**config.mk**
```make
export PLATFORM = sky130hd
export DESIGN_NAME = reg_writeback_ctrl
export DESIGN_NICKNAME = d
export VERILOG_FILES = /design/src/rtl/reg_writeback_ctrl_pkg.sv /design/src/rtl/reg_writeback_ctrl_load_align.sv /design/src/rtl/reg_writeback_ctrl.sv
export SDC_FILE = /design/constraint.sdc
export NUM_CORES = 1
export LEC_CHECK = 0
export CAP_MARGIN = 20
export CORE_ASPECT_RATIO = 1.1
export CORE_MARGIN = 2
export CORE_UTILIZATION = 40
export CTS_BUF_LIST = sky130_fd_sc_hd__clkbuf_2
export DETAILED_ROUTE_END_ITERATION = 8
export HOLD_SLACK_MARGIN = 0.05
export PLACE_DENSITY = 0.83
export SLEW_MARGIN = 0
export SYNTH_ARGS = -nofsm -noshare
export SYNTH_HDL_FRONTEND = slang
export SYNTH_HIERARCHICAL = 1
export SYNTH_SLANG_ARGS = --single-unit
```
**constraint.sdc**
```tcl
create_clock -name clk -period 5.3 [get_ports clk]
set_input_delay 1.59 -clock clk [delete_from_list [all_inputs] [get_ports clk]]
set_output_delay 1.59 -clock clk [all_outputs]
set_load 0.005 [all_outputs]
```
**src/rtl/reg_writeback_ctrl_pkg.sv**
```systemverilog
// Shared encodings for the writeback stage: result selects, RV32I load funct3 codes,
// FSM state encodings and the latched pending-load record.
package reg_writeback_ctrl_pkg;

    localparam logic [1:0] WB_X   = 2'd0;
    localparam logic [1:0] WB_ALU = 2'd1;
    localparam logic [1:0] WB_MEM = 2'd2;
    localparam logic [1:0] WB_PC  = 2'd3;

    localparam logic [2:0] LD_B  = 3'd0;
    localparam logic [2:0] LD_H  = 3'd1;
    localparam logic [2:0] LD_W  = 3'd2;
    localparam logic [2:0] LD_BU = 3'd4;
    localparam logic [2:0] LD_HU = 3'd5;

    localparam int STATE_W = 1;
    localparam logic [STATE_W-1:0] S_IDLE     = 1'b0;
    localparam logic [STATE_W-1:0] S_WAIT_MEM = 1'b1;

    typedef struct packed {
        logic [4:0] rd;
        logic [2:0] funct3;
        logic [1:0] off;
    } pend_load_t;

endpackage

```
**src/rtl/reg_writeback_ctrl_load_align.sv**
```systemverilog
// Combinational load aligner: picks the byte/half/word addressed by off out of the
// memory word and sign- or zero-extends it according to the RV32I load funct3.
module wb_load_align
    import reg_writeback_ctrl_pkg::*;
(
    input  logic [31:0] rdata,
    input  logic [2:0]  funct3,
    input  logic [1:0]  off,
    output logic [31:0] value
);

    logic [7:0]  byte_v;
    logic [15:0] half_v;

    // off[0] is deliberately ignored for halfword loads
    assign byte_v = rdata[{off, 3'b000} +: 8];
    assign half_v = rdata[{off[1], 4'b0000} +: 16];

    always_comb begin
        value = 32'd0;
        case (funct3)
            LD_B:    value = {{24{byte_v[7]}}, byte_v};
            LD_H:    value = {{16{half_v[15]}}, half_v};
            LD_W:    value = rdata;
            LD_BU:   value = {24'd0, byte_v};
            LD_HU:   value = {16'd0, half_v};
            default: value = 32'd0;
        endcase
    end

endmodule

```
**src/rtl/reg_writeback_ctrl.sv**
```systemverilog
// Writeback stage driving the register-file write port; loads wait for mem_rvalid
// under a timeout. Define WB_BYPASS_EN to add the fwd_* decode-bypass outputs.
module reg_writeback_ctrl
    import reg_writeback_ctrl_pkg::*;
#(
    parameter int MEM_TIMEOUT = 16,
    parameter int CNT_W       = 5
) (
    input  logic               clk,
    input  logic               reset,
    // Handshake: an instruction is accepted on a cycle where in_valid and in_ready
    // are both high; in_ready depends only on state, never on in_valid.
    input  logic               in_valid,
    output logic               in_ready,
    input  logic [4:0]         rd_addr,
    input  logic [1:0]         wb_sel,
    input  logic [2:0]         ld_funct3,
    input  logic [31:0]        alu_out,
    input  logic [31:0]        pc,
    input  logic [31:0]        mem_rdata,
    input  logic               mem_rvalid,
    output logic               write_en,
    output logic [4:0]         write_addr,
    output logic [31:0]        write_value,
    output logic               err,
    output logic [STATE_W-1:0] dbg_state
`ifdef WB_BYPASS_EN
    ,
    output logic               fwd_valid,
    output logic [4:0]         fwd_addr,
    output logic [31:0]        fwd_data
`endif
);

    localparam logic [CNT_W-1:0] CNT_LAST = CNT_W'(MEM_TIMEOUT - 1);

    logic [STATE_W-1:0] state_q, state_d;
    logic [CNT_W-1:0]   cnt_q, cnt_d;
    pend_load_t         pend_q, pend_d;
    logic               write_en_q, write_en_d;
    logic [4:0]         write_addr_q, write_addr_d;
    logic [31:0]        write_value_q, write_value_d;
    logic               err_q, err_d;
    logic [31:0]        ld_value;
    logic               accept;

    wb_load_align u_align (
        .rdata  (mem_rdata),
        .funct3 (pend_q.funct3),
        .off    (pend_q.off),
        .value  (ld_value)
    );

    assign in_ready = (state_q == S_IDLE);
    assign accept   = in_valid & in_ready;

    always_comb begin
        state_d       = state_q;
        cnt_d         = cnt_q;
        pend_d        = pend_q;
        write_en_d    = 1'b0;
        write_addr_d  = write_addr_q;
        write_value_d = write_value_q;
        err_d         = 1'b0;
        case (state_q)
            S_IDLE: begin
                if (accept) begin
                    case (wb_sel)
                        WB_ALU: begin
                            write_addr_d  = rd_addr;
                            write_value_d = alu_out;
                            write_en_d    = (rd_addr != 5'd0);
                        end
                        WB_PC: begin
                            write_addr_d  = rd_addr;
                            write_value_d = pc + 32'd4;
                            write_en_d    = (rd_addr != 5'd0);
                        end
                        WB_MEM: begin
                            pend_d.rd     = rd_addr;
                            pend_d.funct3 = ld_funct3;
                            pend_d.off    = alu_out[1:0];
                            cnt_d         = '0;
                            state_d       = S_WAIT_MEM;
                        end
                        default: ;
                    endcase
                end
            end
            S_WAIT_MEM: begin
                // A response arriving on the final wait cycle beats the timeout
                if (mem_rvalid) begin
                    write_addr_d  = pend_q.rd;
                    write_value_d = ld_value;
                    write_en_d    = (pend_q.rd != 5'd0);
                    state_d       = S_IDLE;
                end else if (cnt_q == CNT_LAST) begin
                    err_d   = 1'b1;
                    state_d = S_IDLE;
                end else begin
                    cnt_d = cnt_q + 1'b1;
                end
            end
            default: state_d = S_IDLE;
        endcase
    end

    always_ff @(posedge clk) begin
        if (reset) begin
            state_q       <= S_IDLE;
            cnt_q         <= '0;
            pend_q        <= '0;
            write_en_q    <= 1'b0;
            write_addr_q  <= 5'd0;
            write_value_q <= 32'd0;
            err_q         <= 1'b0;
        end else begin
            state_q       <= state_d;
            cnt_q         <= cnt_d;
            pend_q        <= pend_d;
            write_en_q    <= write_en_d;
            write_addr_q  <= write_addr_d;
            write_value_q <= write_value_d;
            err_q         <= err_d;
        end
    end

    assign write_en    = write_en_q;
    assign write_addr  = write_addr_q;
    assign write_value = write_value_q;
    assign err         = err_q;
    assign dbg_state   = state_q;

`ifdef WB_BYPASS_EN
    assign fwd_valid = write_en_q & (write_addr_q != 5'd0);
    assign fwd_addr  = write_addr_q;
    assign fwd_data  = write_value_q;
`endif

endmodule
```
# [Word level (Yosys, flattened, before mapping)]
# Cells that the tools add are included.
[totals] register_bits=55 input_bits=110 out_inout_bits=41 elab_cells=63
[op_classes] add_sub_neg=2 eq_ne=15 n_shift=2 muxes=24 bitwise=2 n_reduce_logical=9
[ops] operator="$pmux W32 S5" count=1
[ops] operator="$pmux W32 S2" count=2
[ops] operator="$mux W32" count=2
[ops] operator="$mux W5" count=7
[ops] operator="$add A32 B3 Y32 const B" count=1
[ops] operator="$shiftx A32 B6 Y16" count=1
[ops] operator="$shiftx A32 B6 Y8" count=1
[ops] operator="$pmux W5 S2" count=2
[ops] operator="$reduce_bool A5 Y1" count=2
[ops] operator="$reduce_and A3 Y1" count=3
[ops] operator="$mux W1" count=8
[ops] operator="$ne A2 B2 Y1 const B" count=4
[ops] operator="$eq A3 B3 Y1 const B" count=2
[ops] operator="$add A5 B1 Y5 const B" count=1
[ops] operator="$eq A5 B4 Y1 const B" count=1
[ops] operator="$eq A2 B2 Y1 const B" count=2
[ops] operator="$ne A2 B1 Y1 const B" count=2
[ops] operator="$pmux W1 S2" count=2
[ops] operator="$reduce_and A4 Y1" count=1
[ops] operator="$eq A3 B1 Y1 const B" count=1
[ops] operator="$eq A3 B2 Y1 const B" count=1
[ops] operator="$logic_not A3 Y1" count=1
[ops] operator="$ne A3 B1 Y1 const B" count=1
[ops] operator="$reduce_or A3 Y1" count=1
[ops] operator="4 further kinds" count=4

# [Longest topological paths before layout]
[depth] ltp_word=5 depth_mapped=10 ltp_nobuf=8

# [Hierarchy]
# Netlist, hierarchy kept.
[by_module_without_submodules] mod="reg_writeback_ctrl" instances=1 cells_per_inst=438 area_per_inst_um2=3338.2 seq_area_each_um2=1101.1
[by_module_without_submodules] mod="wb_load_align" instances=1 cells_per_inst=117 area_per_inst_um2=822.0 seq_area_each_um2=0.0

# [Least setup slack after synthesis]
# No wires, ideal clock.
[synth_timing] path_kind="input to register" startpoint="input port mem_rdata[23]" endpoint="register write_value_q[19], in the netlist write_value[19]" setup_time_ns=0.140 arrival_ns=2.998 required_ns=5.160 path_slack_ns=2.162 path_stages=9 path_buffers=1 path_cell_list="mux2_4 a22oi_4 buf_6 o211ai_1 nand3b_1 o311ai_0 nor3_1 a41oi_1 o21ai_0"
[synth_via] elab_chain_cells=4
[synth_rtl] item="from (decl)" line_no="reg_writeback_ctrl.sv:20" source="input logic [31:0] mem_rdata,"
[synth_rtl] item="$shiftx A32 B6 Y8" line_no="reg_writeback_ctrl_load_align.sv:16" source="assign byte_v = rdata[{off, 3'b000} +: 8];"
[synth_rtl] item="$pmux W32 S5" line_no="reg_writeback_ctrl_load_align.sv:21" source="case (funct3)"
[synth_rtl] item="via ld_value[19]" line_no="reg_writeback_ctrl.sv:44" source="logic [31:0] ld_value;"
[synth_rtl] item="$mux W32" line_no="reg_writeback_ctrl.sv:92" source="if (mem_rvalid) begin"
[synth_rtl] item="$pmux W32 S2" line_no="reg_writeback_ctrl.sv:65" source="case (state_q)"
[synth_rtl] item="to (signal assigned)" line_no="reg_writeback_ctrl.sv:123" source="write_value_q <= write_value_d;"
[synth_rtl] item="to (decl)" line_no="reg_writeback_ctrl.sv:42" source="logic [31:0] write_value_q, write_value_d;"
# The timed path passes the listed nets, and every way through them passes these cells. The select of a mux whose other input is x is not followed.
# A chain may end at the register's enable or synchronous reset.

# [Worst setup path in the final report]
[layout_timing] startpoint="register state_q, in the netlist dbg_state" endpoint="output port in_ready"
[layout_via] elab_chain_cells=1
[layout_rtl] item="from (decl)" line_no="reg_writeback_ctrl.sv:37" source="logic [STATE_W-1:0] state_q, state_d;"
[layout_rtl] item="from (signal assigned)" line_no="reg_writeback_ctrl.sv:118" source="state_q <= state_d;"
[layout_rtl] item="$not A1 Y1 (no source line)"
[layout_rtl] item="to (decl)" line_no="reg_writeback_ctrl.sv:14" source="output logic in_ready,"
# No other way between the ends.

==> reports/qor.yml <==
clock_tree:
  cts_buffer_depth: 2
  cts_root_buffer: "clkbuf_2"
  clock_sinks: 55
  cts_hold_buf: 0
  post_cts_resized: 0
  clk_latency_ns: 0.45
  cts_tree: "yes"
  htree_levels: 2
  clkSlewWorstSetupHoldPaths_ns: 0.30
  cts_made_buffers: 5
  post_cts_buffers: 0
sta:
  hold_slack_ns: 0.4756
  rsz0062_at_grt: "no"
  slew_headroom: 0.3632
  maxSlewViolCount: 0
  worst_pin_slew_ns: 0.9511
  final.setup.tns_ns: 0
  layout_setup_ws_ns: 1.697
  fmax_mhz: 277.5
  period_share: 0.6798
  final-hold-violation-count: 0
  setup_viol: 0
  skew_ns: 0.01904
  period_needed_ns: 3.603
setup_path:
  slowest_stage: "clkdlybuf4s50_1"
  worstSetupStartpointType: "flop"
  end_kind: "primary output"
  crit_end: "in_ready"
  crit_path_start: "dbg_state$_SDFF_PP0_"
  critPathMaxFanout: 23
  reg2reg_setup_slack_ns: 2.39
  max_stage_delay_ns: 0.63
  cp_data_arrival_time_ns: 2.01
  path_class: "reg2out"
  cp_cell_sequence: "inv_1, clkdlybuf4s50_1"
  r2r_start: "pend_q[3]$_SDFFE_PP0P_"
  ff2ff_path_depth: 8
  critPathRequiredTime_ns: 3.71
  timing.rr.end: "write_value[19]$_SDFFE_PP0P_"
power:
  p_comb_frac: 0.357
  static-leakage-power_uw: 0.001928
  p_seq_frac: 0.465
  p_switching_uw: 333.3
  peakVddDrop_mv: 0.08882
  pwr-share-clk: 0.178
  swShare: 0.3356
  cellPowerDensity_nw_per_um2: 174.3
  p_int_uw: 660.0
drt:
  route.detailed.drc: 0
  ant_nets: 0
  vias: 4930
  drt_wl_total_microns: 15170
  wl_per_cell_microns: 19.01
  firstDrtPassIters: 5
  drt_iter0_drc: 454
  via_per_inst: 6.178
logic_synthesis:
  synth_area_sq_um: 4160
  async_flop_share: 0
  avgSynthCellArea_sq_um: 7.496
  synth_edf_count: 0
  yosysTopAreaCellShare: 0.2647
  syn_inst: 555
  yosysWarnings: 6
  synth.distinct_cells: 66
  synth_ff_type: "dfxtp_1"
  ys_seq_elements: 55
  synth.most_common_cell: "nand2_1"
  synth_top_area_cell: "dfxtp_1"
  ys_seq_area_frac: 0.2647
  synth_common_cells: "64 x nand2_1, 55 x dfxtp_1, 40 x nor2_1"
  synth_fp_nets: 668
  synth_area_leaders: "dfxtp_1 26%, nand2_1 5.8%, o211ai_1 5.4%"
floorplan:
  core_area_sq_um: 10250
  num_rows: 39
  die_area_sq_um: 11230
  die_h_microns: 111.0
  die_x_microns: 101.2
  start_util: 0.4060
  ios: 151
grt:
  antenna_found_initial: 0
  grt.total_usage: 0.2561
  overflow: 0
  grt_max_degree: 61
  first_global_vias: 4461
  grt_pass1_wl_microns: 23230
layout:
  layout-drive-gt1-share: 0.05778
  syn_to_final_growth_pct: 36.96
  diodes: 0
  design_area_sq_um: 5698
  layout.nets: 787
  num-fill-cells: 960
placed_design:
  dp_hpwl_microns: 11730
  pre_cts_ws_ns: 1.278
  place_congestion: 0.9451
  dpl_cell_area_sq_um: 5652
  portBuffers: 150
run_status:
  outcome: "completed"
hold_path:
  hold_class: "reg2reg"
flow_run:
  maxCapViolations: 0
sequential cells by signal, indices dropped and copies added (netlist names):
name and cells:
dbg_state 1, write_addr 5, err 1, write_value 32
pend_q 10, write_en 1, cnt_q 5
how the worst min path moves through the flow:
stage	to	from	slack [ns]	cells past startpoint
2_1_floorplan	pend_q[2]$_SDFFE_PP0P_	pend_q[2]$_SDFFE_PP0P_	0.43	2
3_3_place_gp	write_value[3]$_SDFFE_PP0P_	write_value[3]$_SDFFE_PP0P_	0.44	2
3_5_place_dp	write_value[2]$_SDFFE_PP0P_	write_value[2]$_SDFFE_PP0P_	0.45	2
4_1_cts	write_value[2]$_SDFFE_PP0P_	write_value[2]$_SDFFE_PP0P_	0.48	2
5_1_grt	write_value[3]$_SDFFE_PP0P_	write_value[3]$_SDFFE_PP0P_	0.50	2
6_report	write_value[3]$_SDFFE_PP0P_	write_value[3]$_SDFFE_PP0P_	0.48	2
layout make-up:
type,instances,area [sq um],share of cell area
Clock buffer,6,30.03,0.005270
Multi-Input combinational cell,445,2813,0.4936
Timing Repair Buffer,156,1541,0.2705
Inverter,11,41.29,0.007246
Tap cell,123,153.9,0.02701
Clock inverter,2,16.27,0.002855
Sequential cell,55,1102,0.1935
through the flow:
stage	instances	power, uW	util
4_1_cts	798	992.5	0.5560
2_1_floorplan	555	626.1	-
5_1_grt	798	1039	0.5560
6_report	798	993.4	0.5560
3_3_place_gp	790	811.9	0.5515
3_5_place_dp	790	817.6	0.5515
per-layer routing:
metal | routed length [microns] | part of all wire | GRT usage | vias up
met2 | 6968 | 0.46 | 0.4035 | 260
li1 | - | - | - | 2337
met1 | 6554 | 0.43 | 0.3664 | 2305
met4 | 373 | 0.025 | 0.06757 | 0
met5 | 0 | 0 | 0 | -
met3 | 1270 | 0.084 | 0.03342 | 28
worst max-delay path, delay by kind of cell (launching register included):
| family | cells | cell delay (ns) |
|---|---|---|
| flops | 1 | 0.39 |
| buf+inv | 2 | 1.18 |
kinds of logic (layout without fill, tap and decap cells):
| family | Yosys count | in the layout | synth area share |
|---|---|---|---|
| buf+inv | 55 | 175 | 0.06195 |
| compound gates | 176 | 176 | 0.2818 |
| fa+ha+maj | 3 | 3 | 0.009024 |
| xor+xnor | 20 | 20 | 0.04211 |
| flops | 55 | 55 | 0.2647 |
| mux | 24 | 24 | 0.06165 |
| simple gates | 222 | 222 | 0.2788 |
layout by cell type, fill, tap and decap left out, drive strengths merged, types with 8 or more instances in the layout:
master	n
a211oi	15
a21oi	39
a221oi	9
a22oi	16
and3	14
clkdlybuf4s50	149
dfxtp	55
inv	12
mux2	10
mux2i	14
nand2	64
nand3	30
nand4	13
nor2	40
nor3	14
nor4	8
o211ai	30
o21ai	35
or3	8
xor2	13
power by group through the flow:
stage	clock, uW	combinational (uW)	sequential, uW
final	177	355	462
after global placement	0	343	469
after floorplan	0	162	464
after global routing	194	379	466
after CTS	180	350	462
after detailed placement	0	348	469
Power figures use the tool's default switching activity.
